==> src/rtl/pixel_write_buffer.sv <==
// Pixel write buffer: drops off-frame pixels, linearises kept ones into framebuffer
// addresses, queues them and drains one write per unstalled cycle, then forwards done.
module pixel_write_buffer #(
    parameter int PIXEL_WIDTH  = 1280,
    parameter int PIXEL_HEIGHT = 720,
    parameter int COLOR_WIDTH  = 4,
    parameter int FIFO_DEPTH   = 16
) (
    input  logic                                        clk_in,
    input  logic                                        rst_n_in,
    input  logic [$clog2(PIXEL_WIDTH)-1:0]              hcount_in,
    input  logic [$clog2(PIXEL_HEIGHT)-1:0]             vcount_in,
    input  logic [COLOR_WIDTH-1:0]                      color_in,
    input  logic                                        valid_in,
    input  logic                                        done_in,
    output logic                                        ready_out,
    input  logic                                        stall_in,
    output logic [$clog2(PIXEL_WIDTH*PIXEL_HEIGHT)-1:0] addr_out,
    output logic [COLOR_WIDTH-1:0]                      data_out,
    output logic                                        we_out,
    output logic                                        done_out,
    output logic [$clog2(FIFO_DEPTH):0]                 count_out,
    output logic                                        overflow_out
);

    localparam int HW = $clog2(PIXEL_WIDTH);
    localparam int VW = $clog2(PIXEL_HEIGHT);
    localparam int AW = $clog2(PIXEL_WIDTH*PIXEL_HEIGHT);
    localparam int PW = $clog2(FIFO_DEPTH);
    localparam int CW = PW + 1;

    typedef struct packed {
        logic [AW-1:0]          addr;
        logic [COLOR_WIDTH-1:0] data;
    } pix_t;

    pix_t          mem [FIFO_DEPTH];
    logic [PW-1:0] wr_ptr, rd_ptr;
    logic [CW-1:0] count;
    logic          pending;

    logic          in_range, push, pop, drop, fire;
    logic [AW-1:0] lin_addr;

    // Extra top bit keeps the bound comparable even when the frame size is a power of 2.
    assign in_range = ({1'b0, hcount_in} < (HW+1)'(PIXEL_WIDTH)) &&
                      ({1'b0, vcount_in} < (VW+1)'(PIXEL_HEIGHT));
    assign ready_out = count < CW'(FIFO_DEPTH);
    assign push      = valid_in && ready_out && in_range;
    assign drop      = valid_in && !ready_out && in_range;
    assign pop       = (count != '0) && !stall_in;
    assign fire      = pending && (count == '0) && !push;
    assign lin_addr  = AW'(vcount_in) * AW'(PIXEL_WIDTH) + AW'(hcount_in);
    assign count_out = count;

    always_ff @(posedge clk_in) begin
        if (push) mem[wr_ptr] <= '{addr: lin_addr, data: color_in};
    end

    always_ff @(posedge clk_in or negedge rst_n_in) begin
        if (!rst_n_in) begin
            wr_ptr       <= '0;
            rd_ptr       <= '0;
            count        <= '0;
            pending      <= 1'b0;
            we_out       <= 1'b0;
            done_out     <= 1'b0;
            overflow_out <= 1'b0;
            addr_out     <= '0;
            data_out     <= '0;
        end else begin
            count <= count + CW'(push) - CW'(pop);
            if (push) wr_ptr <= wr_ptr + PW'(1);
            if (pop) begin
                rd_ptr   <= rd_ptr + PW'(1);
                addr_out <= mem[rd_ptr].addr;
                data_out <= mem[rd_ptr].data;
            end
            we_out <= pop;
            if (drop) overflow_out <= 1'b1;
            // A done arriving while one is already pending folds into the same pulse.
            done_out <= fire;
            if (fire)         pending <= 1'b0;
            else if (done_in) pending <= 1'b1;
        end
    end

endmodule
==> config.mk <==
export PLATFORM = sky130hd
export DESIGN_NAME = pixel_write_buffer
export DESIGN_NICKNAME = d
export VERILOG_FILES = /design/src/rtl/pixel_write_buffer.sv
export SDC_FILE = /design/constraint.sdc
export NUM_CORES = 1
export LEC_CHECK = 0
export BUFFER_PORTS_ARGS = -buffer_cell sky130_fd_sc_hd__buf_2
export CAP_MARGIN = 5
export CELL_PAD_IN_SITES_DETAIL_PLACEMENT = 1
export CELL_PAD_IN_SITES_GLOBAL_PLACEMENT = 1
export CORE_ASPECT_RATIO = 1.75
export CORE_MARGIN = 2
export CORE_UTILIZATION = 45
export DETAILED_ROUTE_END_ITERATION = 16
export GPL_ROUTABILITY_DRIVEN = 0
export PLACE_DENSITY = 0.72
export SLEW_MARGIN = 20
export SYNTH_ARGS = -nofsm -noshare
export SYNTH_HDL_FRONTEND = slang
export SYNTH_SLANG_ARGS = --single-unit
==> constraint.sdc <==
create_clock -name clk_in -period 9.42 [get_ports clk_in]
set_input_delay 0.942 -clock clk_in [delete_from_list [all_inputs] [get_ports clk_in]]
set_output_delay 0.942 -clock clk_in [all_outputs]
set_load 0.1 [all_outputs]
; ---- Word level (Yosys, flattened, before mapping)
; Memories as Yosys holds them, arrays and structs flattened. A register that Yosys moved wholly into a read port is not among the register bits.
; Cells that the tools add are included.
[op_classes]
n_addsub = 5
multipliers = 1
order_cmp = 3
n_mux = 4
reduce_logical = 15
[op_table]
columns = cell, n
row1 = $add 20x11->20, 1
row2 = $mul 10x3->12 const B, 1
row3 = $lt 11x11->1 const B, 1
row4 = $lt 10x10->1 const B, 1
row5 = $add 4x1->4 const B, 2
row6 = $logic_and 1x1->1, 8
row7 = $add 5x1->5, 1
row8 = $logic_not 5->1, 1
row9 = $lt 5x5->1 const B, 1
row10 = $reduce_bool 5->1, 1
row11 = $sub 5x1->5, 1
row12 = $logic_not 1->1, 4
row13 = $mux 1, 4
row14 = $reduce_bool 2->1, 1
[totals]
reg_bits = 17
ram_bits = 384
out_inout_bits = 33
word_cells = 36
n_memories = 1
[memory_table]
columns = memory, words, width, rd, rd_clocked_by_memory_dff, write_ports, line_no
row1 = mem, 16, 24, 1, 1, 1, 37  ; pix_t mem [FIFO_DEPTH];

; ---- Longest topological paths before layout
; Gate-level depths: netlist (run 1).
[logic_depth]
ltp_word = 6
ltp_mapped = 14
depth_no_buf = 13

; ---- Worst setup path after synthesis (run 1)
; OpenSTA, ideal clock, no wires.
[synth_timing]
path_type = register -> register
from = reg count[4], in the netlist count_out[4]
to = mem mem[0][0] (netlist bit) (enable)
setup_ns = 0.466
arrival_ns = 4.465
required_ns = 8.954
setup_slack_ns = 4.489
path_stages_with_launch = 6
n_path_buf = 1
path_cell_list = dfrtp_1 > inv_1 > and2_1 > clkbuf_1 > inv_2 > nor4_1
[synth_via]
elab_chain_len = 5
[synth_rtl]
columns = item, line_no
row1 = "start, declared", 39  ; logic [CW-1:0] count;
row2 = "start signal, assigned", 72  ; count <= count + CW'(push) - CW'(pop);
row3 = $lt 5x5->1, 48  ; assign ready_out = count < CW'(FIFO_DEPTH);
row4 = named net ready_out, 16  ; output logic ready_out,
row5 = $logic_and 1x1->1 (2 in series), 49  ; assign push = valid_in && ready_out && in_range;
row6 = $mux 1, 57  ; if (push) mem[wr_ptr] <= '{addr: lin_addr, data: color_in};
row7 = $mux 1 (not written as such), 57
row8 = "end, declared", 37
; The timed path passes the listed nets, and every way through them passes these cells.

==> run metrics, run 1 <==
Startpoint Class=register; Tcrit/Tclk final=approximately 40%; maximum fanout along the worst path=38; vias in the first global route=roughly 8,600; # setup viols final=0; die width=roughly 150 um; status=complete, no violations; Avg Cell Area, Syn=about 22 um^2; syn_nets=around 830; crit end category=register; Yosys reg bits=roughly 430; Critical Path Start=rd_ptr[0]; PwrDens=299.6 nW/um^2; CTS tree=done; cts hold-fix bufs=0; Hold Path Origin=overflow_out; post-layout utilization of the core=a little over 50%; clk buf depth=3; P_leak=~6.4 nW; Port Buffers=62; Crit Path Class=register to register; initial antenna violation count=0; worst r2r src=rd_ptr[0]; maxcap violations=0; Core Area=approximately 37,000 um^2; DRT Pass-1 Iters=4; VDD IR max=~160 uV; vias=between 7,000 and 8,000; RSZ-0062 raised after global routing=false; number of buffers created by CTS=37; Final Skew=20.56 ps; nets@finish=between 900 and 1,000; Worst Tran Pin Value=approximately 950 ps; GRT Util Overall=around a fifth; max-slew violation count=0; worst hold slack=468.9 ps; Initial Util=around 45%; Hold Fails Final Rpt=0; Hold Crit Class=register to register; distinct cell type count after synthesis=44; Diodes inserted=0; Post-synth EDFFs=384; Worst slew margin=approximately 37%; placed cell count=approximately 1,300; Synthesis Warnings=0; clock period minus worst slack=between 3000 and 4000 ps; share of cells above drive strength 1=33.90%; Post-CTS Setup Inserts=0; area grow syn2layout=12.77%; H-tree depth=2; first-pass GRT wire length=about 54 mm; GRT overflow=0; HPWL Detailed=just over 20 mm; Clk Latency, worst-skew pair=540 ps; fmax=around 260 MHz; fin cells=around 1,400; Synth Flop Type=edfxtp_1; Sink Count=about 430; largest net degree at the start of global routing=60; Seq/Total Area, Yosys=roughly three quarters; overall power=approximately 5.7 mW; Rows=94; Critical Path AT=~4200 ps; Via density=roughly 5.7; Die Ht=~260 um; residual antenna-violating net count after detailed routing=0; Data required, critical path=between 9000 and 10,000 ps; DRT iter0 DRCs=about 620; CTS clk-pin slew, worst paths=roughly 70 ps; reg2reg setup slack=about 5600 ps; die area=between 30,000 and 40,000 um^2; asr flop ratio synth=about a tenth; Setup TNS=0 ps; boundary pin count=between 60 and 70; PostCTS Resize Cnt=0; # DRC=0; routed wire length=36.18 mm; root buf cell=clkbuf_16; WL per Instance=about 26 um; Post-Syn Area=between 15,000 and 20,000 um^2; Post-Syn Instances=slightly below 800
==> cells in the final DEF, fill, tap and decap left out, types with 7 or more instances in the layout <==
master / n
mux2_2: 20
buf_2: 62
xnor2_2: 8
xnor2_1: 12
clkinv_1: 7
a21o_1: 8
clkbuf_1: 10
nor2_1: 11
edfxtp_1: 384
nand2_1: 9
inv_1: 19
buf_4: 23
mux4_2: 119
dfrtp_1: 38
and2_1: 9
ha_1: 30
a21oi_1: 8
clkbuf_16: 39
==> worst max-delay path, stage by stage, from the launching register on <==
cell and delay (ps):
dfrtp_4 800, buf_4 670, buf_4 720, mux4_2 610
mux4_2 510, mux2_2 270
==> cell type report <==
class | instances | area [um^2]
clock buffer | 52 | 1055
clock inverter | 16 | 111.4
fill | 3352 | 18250
inverter | 20 | 75.07
multi-input combinational | 290 | 4259
sequential | 425 | 12570
tap | 480 | 600.6
timing repair buffer | 85 | 483.0
==> synth_stat cells (4+ instances only) <==
library cell  number  area share (%)
ha_1              30             2.2
xnor2_1           20             1.0
nand2_1            9            0.20
nand3_1            4            0.12
buf_1              5            0.11
mux4_2           119              16
mux2_2            20             1.3
dfrtp_1           41             6.0
a21oi_1            8            0.24
mux2_4             4            0.35
o21ai_0            4            0.12
xor2_1             4            0.21
and3_1             4            0.15
clkbuf_1          14            0.31
nor4_1             5            0.18
nor2_1            16            0.35
a21o_1             8            0.35
edfxtp_1         384              68
and2_1             9            0.33
buf_2             11            0.32
inv_1             19            0.42
==> flip-flops by register name (all words and copies together) (netlist names) <==
signal and flops:
done_out 1, addr_out 20, data_out 4, count_out 5, overflow_out 1, we_out 1
rd_ptr 4, pending 1, mem 384, wr_ptr 4
==> path summary, 6_finish.rpt <==
check | cells after the start | endpoint
max in group asynchronous | 2 | rd_ptr[0]
worst min-delay path | 1 | overflow_out
worst max-delay path | 5 | data_out[0]
min in group asynchronous | 2 | data_out[1]
worst min register to register | 1 | overflow_out
worst max register to register | 5 | data_out[0]
==> cells by family after synthesis <==
group	Yosys count	synth area share, %
AO/OA/AOI/OAI	29	1.135
XOR/XNOR	24	1.238
adder cells (fa/ha/maj)	34	2.623
buffers and inverters	54	1.577
flip-flops	425	73.95
multiplexers	145	17.68
AND/OR/NAND/NOR	58	1.798
==> power breakdown <==
group          switching [mW]  leakage (nW)  internal (mW)
logic                    1.09          1.91          0.747
registers               0.186          3.93           2.25
clock network           0.654         0.572          0.814
total                    1.93          6.41           3.81
==> metrics by stage <==
step	setup WS, ps	instance area (um^2)
global route	5319	19150
CTS	5526	19090
global placement	5314	17920
finish	5614	19150
floorplan	4489	16980
detailed placement	5091	17920
==> per-layer routing <==
metal	wire, um	GRT usage, %
met1	14320	24.70
met2	19520	33.78
met3	1371	2.735
met4	962	6.179
met5	0	0
Power figures use the tool's default switching activity.
==> inputs of run 2 (changes only) <==
Clock period 9.42 ns to 3.96 ns, I/O delays scaled along.
==> run metrics, run 2 (synthesis results as in run 1) <==
status=complete, no violations; Hold Crit Class=input port to register; vias=7,887; WL per Instance=around 27 um; crit end category=register; PwrDens=between 700 and 800 nW/um^2; P_leak=between 6 and 7 nW; Sink Count=about 430; RSZ-0062 raised after global routing=false; fin cells=between 1,000 and 1,500; Worst slew margin=between 30% and 40%; largest reg by FF count=mem; most common cell after layout, fill and taps aside=edfxtp_1; Worst Tran Pin Value=between 900 and 1000 ps; routed wire length=37.20 mm; Setup TNS=0 ps; max-slew violation count=0; GRT Util Overall=slightly below 20%; overall power=14.03 mW; DRT iter0 DRCs=about 600; initial antenna violation count=0; met3 Resource Use GR=under 10%; Critical Path AT=about 3200 ps; placed cell count=between 1,000 and 1,500; Tcrit/Tclk final=roughly 75%; Final Skew=around 24 ps; DRT Pass-1 Iters=7; clock period minus worst slack=about 3000 ps; Post-CTS Setup Inserts=0; Clk Latency, worst-skew pair=around 540 ps; met1 usage=between 20% and 30%; GR Layer Usage met2=35.58%; worst path bufs/invs=1; die area=a little under 40,000 um^2; Data required, critical path=about 4200 ps; Startpoint Class=input port; delay-heaviest family, CP=adder cells; Rows=94; die width=around 150 um; Die Ht=roughly 260 um; Core Area=between 30,000 and 40,000 um^2; clk buf depth=3; post-layout utilization of the core=51.89%; number of buffers created by CTS=37; residual antenna-violating net count after detailed routing=0; Hold Fails Final Rpt=0; maxcap violations=0; fmax=about 330 MHz; largest net degree at the start of global routing=51; slowest stage delay, CP=~550 ps; Diodes inserted=0; nets@finish=930; Via density=5.732; VDD IR max=318.9 uV; most frequent cells in the layout=edfxtp_1 (384), mux4_2 (119), buf_2 (62), clkbuf_16 (39), dfrtp_1 (38); fillers=roughly 3,300; critical-path cell list=buf_2, ha_1, ha_1, fa_1, a21o_1, a21oi_1, xnor2_1, nand3_1, maj3_1, a311o_1; GRT busiest layer=met2; maximum fanout along the worst path=16; area grow syn2layout=14.29%; Largest register FFs=~380; # DRC=0; vias in the first global route=approximately 9,000; Initial Util=a little under half; HPWL Detailed=~22 mm; Port Buffers=62; GRT overflow=0; CTS clk-pin slew, worst paths=roughly 60 ps; first-pass GRT wire length=approximately 56 mm; Crit path top cell by count=ha_1; H-tree depth=2; root buf cell=clkbuf_16; CTS tree=done; share of cells above drive strength 1=between 30% and 40%; boundary pin count=between 60 and 70; Critical Path Slowest Stage Cell=a311o_1; # setup viols final=0; Crit Path Class=input port to register
-- run 2: cell types whose count changed in the layout (fill, tap and decap cells not counted), sizes merged --
cell	previous run	this run
buf	85	92
bufinv	1	4
clkbuf	52	47
clkinv	14	12
clkinvlp	0	4
dlygate4sd3	0	1
-- run 2: cell type report --
cell class | instances | area (um^2) | share of cell area (%)
clock inverter | 21 | 216.5 | 1.115
inverter | 20 | 75.07 | 0.3868
multi-input combinational | 290 | 4229 | 21.79
sequential | 425 | 12570 | 64.74
clock buffer | 47 | 1026 | 5.286
tap | 480 | 600.6 | 3.094
timing repair buffer | 93 | 695.7 | 3.584
-- run 2: layer usage --
| metal | up-vias | wire length, um |
|---|---|---|
| met1 | 4236 | 14130 |
| met2 | 213 | 20400 |
| met5 | - | 0 |
| met4 | 0 | 1186 |
| li1 | 3368 | - |
| met3 | 70 | 1480 |
-- run 2: what timing repair did --
action,in CTS,in global routing
gates resized for setup,0,0
hold buffers,1,0
endpoints found under the hold margin,5,0
-- run 2: through the flow --
stage | worst slack (ps) | hold WS (ps) | cell area (um^2)
after floorplan | -971.0 | 100.4 | 16980
after global placement | 435.1 | 458.7 | 18130
after detailed placement | 222.1 | 464.0 | 18130
after CTS | 813.3 | 69.60 | 19380
after global routing | 749.1 | 99.84 | 19410
final | 972.4 | 89.65 | 19410
-- run 2: worst register-to-register path, cell delays in order, from the launching register on --
cell and delay [ps]:
dfrtp_4 800, buf_12 360, mux4_2 590, mux4_2 540, mux2_2 290
-- run 2: final timing paths --
path | start | end | slack, ps | depth (start not counted)
setup / recovery | vcount_in[1] | mem[8][21] | 970 | 10
hold / removal | done_in | pending | 90 | 3
min in group asynchronous | rst_n_in | data_out[1] | 510 | 3
hold reg to reg | overflow_out | overflow_out | 480 | 1
max in group asynchronous | rst_n_in | rd_ptr[0] | 2920 | 3
setup reg to reg | rd_ptr[0] | data_out[0] | 1270 | 4
-- run 2: report_power, final --
part,internal (mW),switching (mW),total [mW]
Clock,2.11,1.60,3.71
Sequential,5.34,0.455,5.80
Combinational,1.87,2.65,4.52
Total,9.32,4.71,14.0
